==> config.mk <==
export PLATFORM = sky130hd
export DESIGN_NAME = reg_file_mp_flat
export DESIGN_NICKNAME = d
export VERILOG_FILES = /design/src/rtl/reg_file_mp_if.sv /design/src/rtl/reg_file_mp.sv /design/src/flat_wrapper.sv
export SDC_FILE = /design/constraint.sdc
export NUM_CORES = 2
export LEC_CHECK = 0
export BUFFER_PORTS_ARGS = -buffer_cell sky130_fd_sc_hd__buf_4
export CAP_MARGIN = 30
export CORE_UTILIZATION = 27
export DETAILED_ROUTE_END_ITERATION = 10
export PLACE_DENSITY = 0.5
export SLEW_MARGIN = 20
export SYNTH_ARGS = -nofsm -noshare
export SYNTH_HDL_FRONTEND = slang
export SYNTH_SLANG_ARGS = --single-unit
==> constraint.sdc <==
create_clock -name Clk -period 2.4 [get_ports Clk]
set_clock_uncertainty 0.2 [all_clocks]
set_input_delay 0.12 -clock Clk [delete_from_list [all_inputs] [get_ports Clk]]
set_output_delay 0.12 -clock Clk [all_outputs]
set_load 0.02 [all_outputs]
==> src/rtl/reg_file_mp_if.sv <==
// Register-file access bundle: two read ports, two writeback ports, issue strobe and pending mask.
interface reg_file_mp_if #(
   parameter int unsigned DATA_W = 32,
   parameter int unsigned ADDR_W = 5
);
   localparam int unsigned DEPTH = 1 << ADDR_W;

   logic [ADDR_W-1:0] RS1;
   logic [ADDR_W-1:0] RS2;
   logic [DATA_W-1:0] RD1;
   logic [DATA_W-1:0] RD2;
   logic              Busy1;
   logic              Busy2;
   logic [ADDR_W-1:0] WAddrA;
   logic [DATA_W-1:0] WDataA;
   logic              RegWrA;
   logic [ADDR_W-1:0] WAddrB;
   logic [DATA_W-1:0] WDataB;
   logic              RegWrB;
   logic [ADDR_W-1:0] IssueRd;
   logic              IssueVld;
   logic [DEPTH-1:0]  PendMask;

   modport master (
      output RS1, RS2, WAddrA, WDataA, RegWrA, WAddrB, WDataB, RegWrB, IssueRd, IssueVld,
      input  RD1, RD2, Busy1, Busy2, PendMask
   );

   modport slave (
      input  RS1, RS2, WAddrA, WDataA, RegWrA, WAddrB, WDataB, RegWrB, IssueRd, IssueVld,
      output RD1, RD2, Busy1, Busy2, PendMask
   );
endinterface

==> src/rtl/reg_file_mp.sv <==
// Two-write/two-read register file with write-through bypass and a per-register pending scoreboard.
module reg_file_mp #(
   parameter int unsigned DATA_W  = 32,
   parameter int unsigned ADDR_W  = 5,
   parameter bit          ZERO_R0 = 1'b1,
   parameter bit          BYPASS  = 1'b1
) (
   input  logic          Clk,
   input  logic          Reset,
   reg_file_mp_if.slave  bus
);
   localparam int unsigned DEPTH = 1 << ADDR_W;

   logic [DATA_W-1:0] regs_q [DEPTH];
   logic [DATA_W-1:0] regs_d [DEPTH];
   logic [DEPTH-1:0]  pend_q;
   logic [DEPTH-1:0]  pend_d;

   logic              wr_a_en_c;
   logic              wr_b_en_c;
   logic              iss_en_c;

   logic [ADDR_W-1:0] rs_c    [2];
   logic              hit_a_c [2];
   logic              hit_b_c [2];
   logic [DATA_W-1:0] rd_c    [2];
   logic              busy_c  [2];

   // Register 0 is hardwired when ZERO_R0, so its writes and issues are masked here once.
   always_comb begin
      wr_a_en_c = bus.RegWrA   && !(ZERO_R0 && (bus.WAddrA  == '0));
      wr_b_en_c = bus.RegWrB   && !(ZERO_R0 && (bus.WAddrB  == '0));
      iss_en_c  = bus.IssueVld && !(ZERO_R0 && (bus.IssueRd == '0));
   end

   always_comb begin
      regs_d = regs_q;
      if (wr_a_en_c) regs_d[bus.WAddrA] = bus.WDataA;
      if (wr_b_en_c) regs_d[bus.WAddrB] = bus.WDataB;
   end

   // Issue is applied last so a new producer outranks a same-cycle writeback.
   always_comb begin
      pend_d = pend_q;
      if (wr_a_en_c) pend_d[bus.WAddrA] = 1'b0;
      if (wr_b_en_c) pend_d[bus.WAddrB] = 1'b0;
      if (iss_en_c)  pend_d[bus.IssueRd] = 1'b1;
   end

   always_ff @(posedge Clk) begin
      if (Reset) begin
         regs_q <= '{default: '0};
         pend_q <= '0;
      end else begin
         regs_q <= regs_d;
         pend_q <= pend_d;
      end
   end

   assign rs_c[0] = bus.RS1;
   assign rs_c[1] = bus.RS2;

   // Read operands and busy flags; B outranks A on the bypass path.
   always_comb begin
      for (int p = 0; p < 2; p++) begin
         hit_a_c[p] = wr_a_en_c && (bus.WAddrA == rs_c[p]);
         hit_b_c[p] = wr_b_en_c && (bus.WAddrB == rs_c[p]);
         rd_c[p]    = regs_q[rs_c[p]];
         busy_c[p]  = pend_q[rs_c[p]];
         if (ZERO_R0 && (rs_c[p] == '0)) begin
            rd_c[p] = '0;
         end else if (BYPASS && hit_b_c[p]) begin
            rd_c[p] = bus.WDataB;
         end else if (BYPASS && hit_a_c[p]) begin
            rd_c[p] = bus.WDataA;
         end
         if (BYPASS && (hit_a_c[p] || hit_b_c[p])) begin
            busy_c[p] = iss_en_c && (bus.IssueRd == rs_c[p]);
         end
      end
   end

   assign bus.RD1      = rd_c[0];
   assign bus.RD2      = rd_c[1];
   assign bus.Busy1    = busy_c[0];
   assign bus.Busy2    = busy_c[1];
   assign bus.PendMask = pend_q;
endmodule
==> src/flat_wrapper.sv <==
// flat-port wrapper written by rule: the top's interface ports become plain ports
module reg_file_mp_flat 
#(
   parameter int unsigned DATA_W  = 32,
   parameter int unsigned ADDR_W  = 5,
   parameter bit          ZERO_R0 = 1'b1,
   parameter bit          BYPASS  = 1'b1
)
  (Clk, Reset, bus_RS1, bus_RS2, bus_WAddrA, bus_WDataA, bus_RegWrA, bus_WAddrB, bus_WDataB, bus_RegWrB, bus_IssueRd, bus_IssueVld, bus_RD1, bus_RD2, bus_Busy1, bus_Busy2, bus_PendMask);
  reg_file_mp_if #(.DATA_W(DATA_W), .ADDR_W(ADDR_W)) bus_i ();
  input  logic Clk;
  input  logic Reset;
  input wire logic [$bits(bus_i.RS1)-1:0] bus_RS1;
  input wire logic [$bits(bus_i.RS2)-1:0] bus_RS2;
  input wire logic [$bits(bus_i.WAddrA)-1:0] bus_WAddrA;
  input wire logic [$bits(bus_i.WDataA)-1:0] bus_WDataA;
  input wire logic [$bits(bus_i.RegWrA)-1:0] bus_RegWrA;
  input wire logic [$bits(bus_i.WAddrB)-1:0] bus_WAddrB;
  input wire logic [$bits(bus_i.WDataB)-1:0] bus_WDataB;
  input wire logic [$bits(bus_i.RegWrB)-1:0] bus_RegWrB;
  input wire logic [$bits(bus_i.IssueRd)-1:0] bus_IssueRd;
  input wire logic [$bits(bus_i.IssueVld)-1:0] bus_IssueVld;
  output wire logic [$bits(bus_i.RD1)-1:0] bus_RD1;
  output wire logic [$bits(bus_i.RD2)-1:0] bus_RD2;
  output wire logic [$bits(bus_i.Busy1)-1:0] bus_Busy1;
  output wire logic [$bits(bus_i.Busy2)-1:0] bus_Busy2;
  output wire logic [$bits(bus_i.PendMask)-1:0] bus_PendMask;
  assign bus_i.RS1 = bus_RS1;
  assign bus_i.RS2 = bus_RS2;
  assign bus_i.WAddrA = bus_WAddrA;
  assign bus_i.WDataA = bus_WDataA;
  assign bus_i.RegWrA = bus_RegWrA;
  assign bus_i.WAddrB = bus_WAddrB;
  assign bus_i.WDataB = bus_WDataB;
  assign bus_i.RegWrB = bus_RegWrB;
  assign bus_i.IssueRd = bus_IssueRd;
  assign bus_i.IssueVld = bus_IssueVld;
  assign bus_RD1 = bus_i.RD1;
  assign bus_RD2 = bus_i.RD2;
  assign bus_Busy1 = bus_i.Busy1;
  assign bus_Busy2 = bus_i.Busy2;
  assign bus_PendMask = bus_i.PendMask;
  reg_file_mp #(.DATA_W(DATA_W), .ADDR_W(ADDR_W), .ZERO_R0(ZERO_R0), .BYPASS(BYPASS)) u_core (.Clk(Clk), .Reset(Reset), .bus(bus_i));
endmodule
==> impl_metrics.json <==
{
  "status": "complete, but fails checks",
  "violations": "setup timing",
  "yosysSeqAreaShare": 0.324,
  "area_delta_synth_final_pct": 34.6,
  "clkPwrFrac": 0.435,
  "hold_violations": 0,
  "power_w": 0.0450,
  "vias": 67000,
  "crit_type": "reg -> out",
  "worstPathRequired_ns": 2.08,
  "gp_congestion": 0.974,
  "nNetsFinal": 7693,
  "final_util": 0.365,
  "ys_ff_latch": 1056,
  "cp_slowest_stage_delay_ns": 0.48,
  "rsz0062_at_grt": "yes",
  "ir_drop_v": 0.000601,
  "grt_overflow": 0,
  "antenna_found_initial": 27,
  "synth_simple_gate_area_frac": 0.121,
  "tightest_slew_ns": 0.854,
  "synth_top_family_by_area": "multiplexers",
  "chipWidth_microns": 493,
  "dp_hpwl_microns": 236000,
  "clockBufferDepth": 3,
  "crit_family": "multiplexers",
  "grt_pass1_wl_microns": 510000,
  "powerDensity_nw_per_um2": 513,
  "pwr-share-seq": 0.403,
  "cts_root_buf": "clkbuf_16",
  "grt_start_max_net_pins": 83,
  "slew_violations": 0,
  "drc": 0,
  "finalSetupViolCount": 66,
  "synth_mux_area_frac": 0.324,
  "yosysUniqueCellTypes": 61,
  "end_kind": "primary output",
  "synth-adder-area-share": 0,
  "cts.clk_slew.worst_paths_ns": 0.07,
  "p_int_w": 0.0318,
  "num_io_pins": 192,
  "critPathArrivalTime_ns": 3.01,
  "wirelength_microns": 370000,
  "slew_headroom": 0.430,
  "fin_cells": 10900,
  "fin_ws_ns": -0.930,
  "dp_slack_ns": -0.785,
  "yosysWarningCount": 0,
  "dpl.cell_count": 10500,
  "synth-main-ff-cell": "dfxtp_1",
  "synth_xor_area_frac": 0.00403,
  "cpMostUsedCell": "mux4_2",
  "syn-num-nets": 6938,
  "drive_gt1_frac": 0.368,
  "maxCapViolCount": 0,
  "synthArstFlopShare": 0,
  "cp-start-kind": "flip-flop",
  "final_cell_mix": "buf_4 (1067), nor2_1 (995), mux2i_1 (908), dfxtp_1 (742), a211oi_1 (740)",
  "clock.fmax_mhz": 300,
  "core_area_sq_um": 240000,
  "clk_latency_ns": 0.81,
  "cts_tree": "done",
  "grtUsageTotal": 0.293,
  "hold_class": "in -> reg",
  "final_common_cell": "buf_4",
  "drt-initial-drc-count": 9583,
  "avgSynthCellArea_sq_um": 9.53,
  "cpMaxStageDelayCell": "mux4_2",
  "worstPathMaxFanout": 2,
  "fin_crit_sh": 1.39,
  "row_count": 180,
  "tns_ns": -41.59,
  "grt_pass1_vias": 64200,
  "htreeDepth": 3,
  "postSynthCellCount": 6844,
  "synth_area_sq_um": 65200,
  "synth_compound_area_frac": 0.167,
  "wl_per_cell_microns": 34.0,
  "fp.dieArea_sq_um": 243000,
  "cts.sinks": 1056,
  "p_leak_nw": 34.0,
  "combPwrFrac": 0.162,
  "die_h_microns": 493,
  "initial_core_util": 0.271,
  "postRouteAntennaNets": 0,
  "dr.pass1.iters": 9,
  "io_buffers": 191,
  "synth-edff-count": 0,
  "vias_per_cell": 6.15,
  "numCtsBuffers": 120,
  "path_cells": "buf_4 -> mux4_2 -> mux4_2 -> mux2_4 -> a221o_1 -> buf_6",
  "layout_min_cycle_time_ns": 3.33,
  "power.switching_w": 0.0132,
  "switching_share": 0.293,
  "cp_num_buf_inv": 2
}
## Yosys cell counts (31+ instances only)
master    instances  share of area
a211oi_1        764          0.088
a21oi_1         169          0.013
a221o_1          31         0.0048
a22oi_1          51         0.0059
a311oi_1        256          0.034
buf_1           108         0.0062
buf_2           133          0.010
clkbuf_1        686          0.039
dfxtp_1        1056           0.32
mux2_2           38         0.0066
mux2i_1         933           0.14
mux4_2          505           0.17
nand2_1         378          0.022
nand3_1         272          0.021
nor2_1         1010          0.058
nor2b_1          70         0.0067
o21ai_0          63         0.0048
## worst paths after layout
check                                                      end  slack [ns]                      startpoint  depth (start not counted)
worst min-delay path             u_core.regs_q[838]$_SDFF_PP0_        0.02                      bus_RegWrA                          7
worst min register to register  u_core.regs_q[1011]$_SDFF_PP0_        0.28  u_core.regs_q[1011]$_SDFF_PP0_                          1
worst max-delay path                               bus_RD1[20]       -0.93   u_core.regs_q[628]$_SDFF_PP0_                          6
worst max register to register   u_core.regs_q[753]$_SDFF_PP0_        0.73   u_core.regs_q[753]$_SDFF_PP0_                          5
## cell families (layout without fill, tap and decap cells)
| group | after synthesis | after routing |
|---|---|---|
| and+or+nand+nor | 1858 | 1858 |
| AOI/OAI and AO/OA | 1459 | 1459 |
| xor gates and xnor gates | 30 | 30 |
| DFF | 1056 | 1056 |
| muxes | 1476 | 1476 |
| other | 0 | 8 |
| buffers and inverters | 965 | 1820 |
## layout make-up
cell class                 instances  area [sq um]
antenna                            8          20.0
clock buffer                     186          3660
clock inverter                    36           368
fill                           23600        153000
inverter                           3          13.8
multi-input combinational       4823         42100
sequential                      1056         21600
tap                             3185          3990
timing repair buffer            1595         16100
## power by group through the flow
stage	clock, W	combinational [W]	sequential, W
2_1_floorplan	0	0.00339	0.0184
3_3_place_gp	0	0.00656	0.0185
3_5_place_dp	0	0.00662	0.0185
4_1_cts	0.0196	0.00703	0.0181
5_1_grt	0.0203	0.00746	0.0181
6_report	0.0196	0.00730	0.0181
## per-stage QoR
stage,hold slack [ns],area [sq um]
2_1_floorplan,0.160,65500
3_3_place_gp,0.254,80000
3_5_place_dp,0.270,80000
4_1_cts,0.0141,87000
5_1_grt,0.0102,87800
6_report,0.0223,87800
## per-layer routing
layer | vias up | track usage | share of wire
met2 | 4839 | 0.431 | 0.42
met3 | 1218 | 0.0758 | 0.11
met5 | - | 0 | 0.00033
met4 | 20 | 0.196 | 0.078
met1 | 33500 | 0.376 | 0.38
li1 | 27400 | - | -
## sequential cells by signal, summed over array words and instances (netlist names)
register             count
u_core.regs_q         1024
u_core.bus.PendMask     32
## worst reg2reg max path, cell delays in order, from the launching register on
cell and delay (ns):
dfxtp_2 0.35, buf_6 0.10, buf_4 0.09, nand2_1 0.04, a311oi_1 0.26, dlygate4sd3_1 0.57
## timing repair
item / CTS / global route
gates cloned: 0 / 2
setup endpoints to repair: 66 / 102
pin swaps: 166 / 84
buffers inserted: 29 / 12
hold buffers: 117 / 0
endpoints found under the hold margin: 1052 / 0
resized for setup: 543 / 205
Power figures use the tool's default switching activity.
